$ cat src/rtl/fp_mul_pipe_if.sv
// fp_mul_pipe_if -- operand/result handshake bundle for fp_mul_pipe.
//
// Signals (W = 1 + EXP_W + MAN_W):
//   in_valid  : operands a, b present
//   in_ready  : multiplier accepts operands this cycle
//   a, b      : operands {sign, exponent, mantissa}
//   out_valid : product and flags valid
//   out_ready : downstream accepts the product
//   out       : product
//   overflow  : result exceeded the maximum finite value
//   underflow : nonzero result flushed to zero
//   invalid   : NaN operand, or infinity times zero
//
// master: the side that supplies operands and consumes results.
// slave : the multiplier.
interface fp_mul_pipe_if #(
    parameter int EXP_W = 8,
    parameter int MAN_W = 23
);
    localparam int W = 1 + EXP_W + MAN_W;

    logic         in_valid;
    logic         in_ready;
    logic [W-1:0] a;
    logic [W-1:0] b;
    logic         out_valid;
    logic         out_ready;
    logic [W-1:0] out;
    logic         overflow;
    logic         underflow;
    logic         invalid;

    modport master (
        output in_valid, a, b, out_ready,
        input  in_ready, out_valid, out, overflow, underflow, invalid
    );

    modport slave (
        input  in_valid, a, b, out_ready,
        output in_ready, out_valid, out, overflow, underflow, invalid
    );
endinterface

$ cat src/rtl/fp_mul_pipe.sv
// fp_mul_pipe -- three-stage pipelined floating-point multiplier.
//
// Stage p0: unpack operands and classify the operation (normal/zero/inf/NaN).
// Stage p1: full-width mantissa product and biased exponent sum.
// Stage p2: normalize, round to nearest even, saturate and pack (output register).
//
// Subnormal inputs are treated as zero and no subnormal result is produced.
// A single advance enable moves every stage at once, so a blocked output
// freezes the whole pipeline and in_ready drops in the same cycle.
//
// Ports:
//   clk   : rising-edge clock
//   rst_n : synchronous active-low reset; clears all valid bits and the outputs
//   bus   : fp_mul_pipe_if.slave (operand/result handshake, product, flags)
module fp_mul_pipe #(
    parameter int EXP_W = 8,
    parameter int MAN_W = 23
) (
    input  logic         clk,
    input  logic         rst_n,
    fp_mul_pipe_if.slave bus
);
    localparam int W    = 1 + EXP_W + MAN_W;
    localparam int BIAS = (1 << (EXP_W - 1)) - 1;
    localparam int MW   = MAN_W + 1;          // mantissa with hidden bit
    localparam int PW   = 2 * MW;             // full product width
    localparam int XW   = EXP_W + 2;          // signed exponent arithmetic width

    localparam logic signed [XW-1:0] BIAS_X    = XW'(BIAS);
    localparam logic signed [XW-1:0] ONE_X     = XW'(1);
    localparam logic signed [XW-1:0] ZERO_X    = '0;
    localparam logic signed [XW-1:0] EXP_MAX_X = XW'((1 << EXP_W) - 1);

    typedef enum logic [1:0] {
        K_NORM,
        K_ZERO,
        K_INF,
        K_NAN
    } kind_t;

    // Normalize the raw product, then round to nearest even on guard/round/sticky.
    // Returns {exponent, stored mantissa}; the exponent is not yet range-checked.
    function automatic logic [XW+MAN_W-1:0] rne_round(
        input logic        [PW-1:0] prod,
        input logic signed [XW-1:0] exp_in
    );
        logic        [PW-1:0] norm;
        logic signed [XW-1:0] exp_v;
        logic        [MW-1:0] mant;
        logic        [MW:0]   mant_r;
        logic                 guard;
        logic                 rnd;
        logic                 sticky;
        logic                 up;
        // Product of two [1,2) mantissas lies in [1,4); align the leading one to the top.
        if (prod[PW-1]) begin
            norm  = prod;
            exp_v = exp_in + ONE_X;
        end else begin
            norm  = prod << 1;
            exp_v = exp_in;
        end
        mant   = norm[PW-1 -: MW];
        guard  = norm[MAN_W];
        rnd    = norm[MAN_W-1];
        sticky = |norm[MAN_W-2:0];
        up     = guard & (rnd | sticky | mant[0]);
        mant_r = {1'b0, mant} + {{MW{1'b0}}, up};
        // Rounding all-ones up carries into a new leading bit: 10.00..0 -> 1.000..0, exp+1.
        if (mant_r[MW]) begin
            mant_r = mant_r >> 1;
            exp_v  = exp_v + ONE_X;
        end
        return {exp_v, mant_r[MAN_W-1:0]};
    endfunction

    // Apply special-case results and exponent saturation.
    // Returns {product, overflow, underflow, invalid}.
    function automatic logic [W+2:0] pack_result(
        input logic                 sign,
        input kind_t                kind,
        input logic signed [XW-1:0] exp_v,
        input logic        [MAN_W-1:0] man_v
    );
        logic [W+2:0] res;
        case (kind)
            K_NAN:   res = {1'b0, {EXP_W{1'b1}}, 1'b1, {(MAN_W-1){1'b0}}, 3'b001};
            K_INF:   res = {sign, {EXP_W{1'b1}}, {MAN_W{1'b0}}, 3'b000};
            K_ZERO:  res = {sign, {(W-1){1'b0}}, 3'b000};
            default: begin
                if (exp_v >= EXP_MAX_X) begin
                    res = {sign, {EXP_W{1'b1}}, {MAN_W{1'b0}}, 3'b100};
                end else if (exp_v <= ZERO_X) begin
                    res = {sign, {(W-1){1'b0}}, 3'b010};
                end else begin
                    res = {sign, exp_v[EXP_W-1:0], man_v, 3'b000};
                end
            end
        endcase
        return res;
    endfunction

    logic adv;

    logic                    vld_p0;
    kind_t                   kind_p0;
    logic                    sign_p0;
    logic [EXP_W-1:0]        ea_p0;
    logic [EXP_W-1:0]        eb_p0;
    logic [MW-1:0]           ma_p0;
    logic [MW-1:0]           mb_p0;

    logic                    vld_p1;
    kind_t                   kind_p1;
    logic                    sign_p1;
    logic [PW-1:0]           prod_p1;
    logic signed [XW-1:0]    exp_p1;

    logic                    vld_p2;
    logic [W-1:0]            out_p2;
    logic                    ovf_p2;
    logic                    unf_p2;
    logic                    inv_p2;

    // Every stage advances together; the output register is the only place a stall starts.
    assign adv          = ~vld_p2 | bus.out_ready;
    assign bus.in_ready = adv;

    // ---- Stage p0: unpack and classify ----
    logic             a_sign;
    logic             b_sign;
    logic [EXP_W-1:0] a_exp;
    logic [EXP_W-1:0] b_exp;
    logic [MAN_W-1:0] a_man;
    logic [MAN_W-1:0] b_man;
    logic             a_zero;
    logic             b_zero;
    logic             a_inf;
    logic             b_inf;
    logic             a_nan;
    logic             b_nan;
    kind_t            kind_in;

    assign {a_sign, a_exp, a_man} = bus.a;
    assign {b_sign, b_exp, b_man} = bus.b;

    // exp == 0 covers both true zero and subnormals, which flush to zero.
    assign a_zero = (a_exp == '0);
    assign b_zero = (b_exp == '0);
    assign a_inf  = (&a_exp) & ~(|a_man);
    assign b_inf  = (&b_exp) & ~(|b_man);
    assign a_nan  = (&a_exp) & (|a_man);
    assign b_nan  = (&b_exp) & (|b_man);

    always_comb begin
        kind_in = K_NORM;
        if (a_nan | b_nan | (a_inf & b_zero) | (b_inf & a_zero)) begin
            kind_in = K_NAN;
        end else if (a_inf | b_inf) begin
            kind_in = K_INF;
        end else if (a_zero | b_zero) begin
            kind_in = K_ZERO;
        end
    end

    always_ff @(posedge clk) begin
        if (!rst_n) begin
            vld_p0 <= 1'b0;
        end else if (adv) begin
            vld_p0 <= bus.in_valid;
        end
    end

    always_ff @(posedge clk) begin
        if (adv) begin
            kind_p0 <= kind_in;
            sign_p0 <= a_sign ^ b_sign;
            ea_p0   <= a_exp;
            eb_p0   <= b_exp;
            ma_p0   <= {1'b1, a_man};
            mb_p0   <= {1'b1, b_man};
        end
    end

    // ---- Stage p1: mantissa product and exponent sum ----
    logic [PW-1:0]        prod_nx;
    logic signed [XW-1:0] exp_nx;

    assign prod_nx = PW'(ma_p0) * PW'(mb_p0);
    // Two extra bits keep ea+eb-BIAS from wrapping at either end of the range.
    assign exp_nx  = $signed({2'b00, ea_p0}) + $signed({2'b00, eb_p0}) - BIAS_X;

    always_ff @(posedge clk) begin
        if (!rst_n) begin
            vld_p1 <= 1'b0;
        end else if (adv) begin
            vld_p1 <= vld_p0;
        end
    end

    always_ff @(posedge clk) begin
        if (adv) begin
            kind_p1 <= kind_p0;
            sign_p1 <= sign_p0;
            prod_p1 <= prod_nx;
            exp_p1  <= exp_nx;
        end
    end

    // ---- Stage p2: normalize, round, pack (output register) ----
    logic signed [XW-1:0] exp_rnd;
    logic [MAN_W-1:0]     man_rnd;
    logic [W+2:0]         res_nx;

    assign {exp_rnd, man_rnd} = rne_round(prod_p1, exp_p1);
    assign res_nx             = pack_result(sign_p1, kind_p1, exp_rnd, man_rnd);

    // Output data is cleared on reset so a reset leaves all outputs at zero.
    always_ff @(posedge clk) begin
        if (!rst_n) begin
            vld_p2 <= 1'b0;
            out_p2 <= '0;
            ovf_p2 <= 1'b0;
            unf_p2 <= 1'b0;
            inv_p2 <= 1'b0;
        end else if (adv) begin
            vld_p2 <= vld_p1;
            if (vld_p1) begin
                {out_p2, ovf_p2, unf_p2, inv_p2} <= res_nx;
            end
        end
    end

    assign bus.out_valid = vld_p2;
    assign bus.out       = out_p2;
    assign bus.overflow  = ovf_p2;
    assign bus.underflow = unf_p2;
    assign bus.invalid   = inv_p2;
endmodule
$ cat src/flat_wrapper.sv
// flat-port wrapper written by rule: the top's interface ports become plain ports
module fp_mul_pipe_flat 
#(
    parameter int EXP_W = 8,
    parameter int MAN_W = 23
)
  (clk, rst_n, bus_in_valid, bus_a, bus_b, bus_out_ready, bus_in_ready, bus_out_valid, bus_out, bus_overflow, bus_underflow, bus_invalid);
  fp_mul_pipe_if #(.EXP_W(EXP_W), .MAN_W(MAN_W)) bus_i ();
  input  logic clk;
  input  logic rst_n;
  input wire logic [$bits(bus_i.in_valid)-1:0] bus_in_valid;
  input wire logic [$bits(bus_i.a)-1:0] bus_a;
  input wire logic [$bits(bus_i.b)-1:0] bus_b;
  input wire logic [$bits(bus_i.out_ready)-1:0] bus_out_ready;
  output wire logic [$bits(bus_i.in_ready)-1:0] bus_in_ready;
  output wire logic [$bits(bus_i.out_valid)-1:0] bus_out_valid;
  output wire logic [$bits(bus_i.out)-1:0] bus_out;
  output wire logic [$bits(bus_i.overflow)-1:0] bus_overflow;
  output wire logic [$bits(bus_i.underflow)-1:0] bus_underflow;
  output wire logic [$bits(bus_i.invalid)-1:0] bus_invalid;
  assign bus_i.in_valid = bus_in_valid;
  assign bus_i.a = bus_a;
  assign bus_i.b = bus_b;
  assign bus_i.out_ready = bus_out_ready;
  assign bus_in_ready = bus_i.in_ready;
  assign bus_out_valid = bus_i.out_valid;
  assign bus_out = bus_i.out;
  assign bus_overflow = bus_i.overflow;
  assign bus_underflow = bus_i.underflow;
  assign bus_invalid = bus_i.invalid;
  fp_mul_pipe #(.EXP_W(EXP_W), .MAN_W(MAN_W)) u_core (.clk(clk), .rst_n(rst_n), .bus(bus_i));
endmodule
$ cat config.mk
export PLATFORM = sky130hd
export DESIGN_NAME = fp_mul_pipe_flat
export DESIGN_NICKNAME = d
export VERILOG_FILES = /design/src/rtl/fp_mul_pipe_if.sv /design/src/rtl/fp_mul_pipe.sv /design/src/flat_wrapper.sv
export SDC_FILE = /design/constraint.sdc
export NUM_CORES = 2
export LEC_CHECK = 0
export ABC_AREA = 1
export CORE_MARGIN = 10
export CORE_UTILIZATION = 40
export CTS_CLUSTER_SIZE = 20
export DETAILED_ROUTE_END_ITERATION = 10
export PLACE_DENSITY = 0.63
export SYNTH_ARGS = -nofsm -noshare
export SYNTH_HDL_FRONTEND = slang
export SYNTH_SLANG_ARGS = --single-unit
$ cat constraint.sdc
create_clock -name clk -period 6.9 [get_ports clk]
set_input_delay 1.38 -clock clk [delete_from_list [all_inputs] [get_ports clk]]
set_output_delay 1.38 -clock clk [all_outputs]
set_load 0.1 [all_outputs]
### Yosys cells after proc, flatten, opt, wreduce, memory -nomap -nowiden

Cells that the tools add are included.

| word-level totals | value |
|---|---|
| output and inout port bits | 37 |
| word-level logic and storage cells | 66 |
| flip-flop bits (word level) | 164 |
| input port bits | 68 |

| operators by class | value |
|---|---|
| magnitude comparators | 2 |
| muxes and demuxes | 9 |
| reductions and logical operators | 9 |
| bitwise logic cells | 19 |
| equality and inequality tests | 3 |
| multiply operators | 1 |
| $add $sub $neg | 5 |

Operators with widths:

| kind | count |
|---|---|
| $pmux W35 S3 | 1 |
| $mux W34 | 2 |
| $mul A24 B24 Y48 | 1 |
| $mux W48 | 1 |
| $reduce_or A23 Y1 | 2 |
| $add A24 B1 Y25 | 1 |
| $mux W23 | 1 |
| $reduce_or A22 Y1 | 1 |
| $add A10 B2 Y10 const B | 2 |
| $mux W10 | 2 |
| $logic_not A8 Y1 | 2 |
| $reduce_and A8 Y1 | 2 |
| $ge A10 B9 Y1 const B | 1 |
| $le A10 B1 Y1 const B | 1 |
| $sub A10 B8 Y10 const B | 1 |
| $add A8 B8 Y9 | 1 |
| $or A1 B1 Y1 | 8 |
| $and A1 B1 Y1 | 7 |
| $eq A2 B2 Y1 const B | 2 |
| $not A1 Y1 | 3 |
| $eq A2 B1 Y1 const B | 1 |
| $mux W1 | 2 |
| $reduce_and A2 Y1 | 1 |
| $reduce_or A2 Y1 | 1 |
| $xor A1 B1 Y1 | 1 |

### Depth between registers and ports, before layout

| depth | value |
|---|---|
| depth after elaboration | 11 |
| depth in mapped cells | 30 |

### Least setup slack after synthesis

No wires, ideal clock.

| timing | value |
|---|---|
| path kind | register to register |
| start point | reg u_core.ma_p0[13] |
| end point | reg u_core.prod_p1[43], data pin |
| buffers on the path | 1 |
| cell stages (with the launch flop) | 29 |
| setup time | 0.265 ns |
| arrival time | 6.198 ns |
| setup slack | 0.437 ns |
| path through | edfxtp_1 > clkbuf_1 > nand2_1 > fa_1 > inv_1 > fa_1 > inv_1 > fa_1 > inv_1 > fa_1 > inv_1 > fa_1 > inv_1 > fa_1 > inv_1 > fa_1 > inv_1 > ha_1 > nand2_1 > nor2_1 > inv_1 > nor2_1 > inv_1 > nor3b_1 > a211oi_1 > o21ai_0 > nand2_1 > o21ai_0 > xor2_1 |

| on the way | value |
|---|---|
| cells in the longest elaborated chain, start to end | 1 |

Ends and longest elaborated chain:

| element | RTL line | RTL |
|---|---|---|
| start, declared | fp_mul_pipe.sv:110 | `logic [MW-1:0] ma_p0;` |
| start signal, assigned | fp_mul_pipe.sv:180 | `ma_p0 <= {1'b1, a_man};` |
| $mul A24 B24 Y48 | fp_mul_pipe.sv:189 | `assign prod_nx = PW'(ma_p0) * PW'(mb_p0);` |
| via u_core.prod_nx[43] | fp_mul_pipe.sv:186 | `logic [PW-1:0] prod_nx;` |
| end signal, assigned | fp_mul_pipe.sv:205 | `prod_p1 <= prod_nx;` |
| end, declared | fp_mul_pipe.sv:116 | `logic [PW-1:0] prod_p1;` |

The timed path passes the listed nets, and every way through them passes these cells.
A chain may end at the register's enable or synchronous reset.

### Worst setup path in the final report

| timing | value |
|---|---|
| start point | reg u_core.ma_p0[17] |
| end point | reg u_core.prod_p1[40], data pin |

The elaborated chain is that of the path after synthesis.

==> results.md <==
* Final #Nets at 4249
* Clock Path Buffers at 2
* Core Region at 68500 µm²
* Post-synth top area cell: fa_1
* H-tree levels at 4
* Slew HR at between 30% and 40%
* Area share of fa/ha/maj cells after synthesis at ~43%
* Cell count after synthesis at around 3400
* Worst setup path start: u_core.ma_p0[17]
* Crit Path Class: reg2reg
* Post-synthesis mux area share at 0%
* Initial antenna violation count at 0
* Cell chain of the critical path: buf_4 > nand2_1 > fa_1 > fa_1 > inv_1 > fa_1 > fa_1 > fa_1 > fa_1 > inv_1 > fa_1 > inv_1 > ha_1 > a21oi_1 > inv_1 > a31oi_2 > o21ai_0 > a31oi_1 > nand3_1 > xor2_1
* Worst-Margin Slew at slightly above 1000 ps
* Ys async rst share at 0%
* CTS Hold Bufs at 0
* Worst Path Max Fanout at 18
* Required @ worst endpoint at 7140 ps
* Fin Clk Skew at approximately 24 ps
* Number of global-route vias before repair at between 20000 and 25000
* Grt total ovfl at 0
* Synth Area in XOR/XNOR at approximately 2.2%
* Simple-Gate Fraction of Synth Area at between 10% and 20%
* Yosys reg bits at around 160
* CP dominant cell by count: fa_1
* I/O Buffers at approximately 100
* HPWL Detailed at 60800 µm
* Slew Viols, Final at 0
* Largest net degree at the start of global routing at 52
* FMAX at around 0.15 GHz
* Io pins at between 100 and 150
* Top cells by count, synth: 1010 x inv_1, 816 x nand2_1, 483 x fa_1, 186 x ha_1, 126 x edfxtp_1
* Count leader, synth: inv_1
* Critical Path AT at 6960 ps
* DRC at 0
* RSZ-0062 raised after global routing: no
* Diodes inserted at 0
* Outcome: finished clean
* Yosys warning count at 0
* Synth cell types at 55
* Clock transition at path regs at 80 ps
* Initial DRC count at around 1500
* CP Buf/Inv Count at 5
* Hold Startpoint: u_core.kind_p0[1]
* Initial Util at about two fifths
* Routability cong. at a little over 0.9
* Sequential-to-total area share from yosys stat at 16.5%
* Main synth FF type: edfxtp_1
* # clock sinks at between 150 and 200
* Total routed wirelength at approximately 72000 µm
* Critical path's slowest cell: fa_1
* Total track usage at roughly a fifth
* EDFF count, synth at between 100 and 150
* Final setup violation count at 0
* Die Ht at roughly 280 µm
* Horiz. Die Dim at 283 µm
* Final period util at between 90% and 100%
* Mapped Area at about 28000 µm²
* Reg2reg start: u_core.ma_p0[17]
* Critical path endpoint category: flop
* Global-route wire length before repair at ~120000 µm
* Syn Area/Cell at ~8.2 µm²
* Min Tclk post-route at 6720 ps
* Antenna Violating Nets Remaining at 0
* Class of the worst hold path: reg2reg
* Dominant cells by area after synthesis: fa_1 35%, inv_1 14%, edfxtp_1 14%
* Via count at ~21000
* Die ar. at about 80000 µm²
* CTS buffer count at 17
* CTS root buf: clkbuf_16
* Max-Cap Viols at 0
* Vias per cell at roughly 4.8
* Top-area cell type share of the netlist area at 35.1%
* Combinational family with the most area after synthesis: adder cells
* Row cnt at 96
* Hold Vio Cnt, Final at 0
* Crit path launch type: flop
* Complex-gate fraction of the synthesized area at under 10%
* Setup_tns at 0 ps
* Largest incremental delay on the critical path at 620 ps
* Layout cells sized above 1 at 7.09%
* CTS tree: done
* WL/cell at roughly 16 µm
* Critical path's top delay family: adder cells
* Clock Latency Late Sink at ~500 ps
* TritonRoute pass-1 iters at 5
* Area Overhead vs Synth at 11.9%
* Net count after synthesis at 4121
==> placed cells by master (no fill, tap or decap), types with 3 or more instances in the layout <==
cell type / instances
nand4_1: 20
nor4_1: 20
o21ai_0: 81
nand3_1: 52
fa_1: 483
nand2_2: 9
inv_8: 3
o211ai_1: 3
nand2_1: 816
buf_12: 5
nand2_4: 3
ha_1: 185
a31oi_1: 16
clkinv_8: 5
xnor2_1: 19
nor2_2: 8
xor2_1: 48
nor3_1: 13
clkbuf_16: 17
clkdlybuf4s50_1: 104
buf_4: 117
edfxtp_1: 126
a21oi_1: 87
inv_1: 1009
and2_0: 3
o21ai_1: 17
dfxtp_1: 38
nand3_2: 23
or4_1: 6
nor2_4: 5
o21a_1: 7
a21oi_2: 25
inv_6: 4
inv_2: 4
nor2_1: 108
==> cells by family after synthesis <==
kind of cell    Yosys count
compound gates          254
xor+xnor                 68
fa+ha+maj               669
buf+inv                1134
flops                   164
simple gates           1095
==> sequential cells by signal (all words and copies together) (netlist names) <==
name / flops
u_core.sign_p1: 1
u_core.bus.overflow: 1
u_core.mb_p0: 23
u_core.prod_p1: 48
u_core.bus.underflow: 1
u_core.kind_p1: 2
u_core.vld_p0: 1
u_core.ea_p0: 8
u_core.sign_p0: 1
u_core.kind_p0: 2
u_core.bus.invalid: 1
u_core.bus.out_valid: 1
u_core.eb_p0: 8
u_core.exp_p1: 10
u_core.vld_p1: 1
u_core.bus.out: 32
u_core.ma_p0: 23
==> worst paths after layout <==
kind	depth (start not counted)	end	slack, ps
worst max register to register	20	u_core.prod_p1[40]	180
worst min register to register	0	u_core.kind_p1[1]	420
worst min-delay path	0	u_core.kind_p1[1]	420
worst max-delay path	20	u_core.prod_p1[40]	180
==> per-stage QoR <==
step	hold WS [ps]	instances	area [µm²]	utilization, %	setup WS (ps)
finish	424	4407	30900	45.1	184
global route	440	4407	30900	45.1	4.94
global placement	405	4358	30000	43.9	159
floorplan	400	3384	27600	-	437
CTS	434	4390	30700	44.8	25.5
detailed placement	406	4358	30000	43.9	54.9
==> what timing repair did <==
item / CTS / global route
hold endpoints to repair: 0 / 0
gates resized for setup: 0 / 18
endpoints found under the setup margin: 0 / 21
setup buffers: 0 / 17
==> layout make-up <==
cell class	instances	area, µm²
inverter	1016	3820
tap	882	1100
timing repair buffer	227	2030
multi-input combinational	2086	18700
clock buffer	17	425
fill	6789	37600
clock inverter	15	205
sequential	164	4540
==> per-layer routing <==
| metal | track usage (%) | vias to the layer above | routed length [µm] |
|---|---|---|---|
| met5 | 0 | - | 0 |
| met3 | 4.54 | 81 | 5800 |
| met2 | 30.3 | 622 | 32800 |
| met4 | 6.45 | 0 | 2140 |
| met1 | 24.5 | 10169 | 31000 |
| li1 | - | 10125 | - |
Power is left out: the tool's default activity adds up to more than one toggle a clock period on the data nets, which glitch-free logic cannot reach.
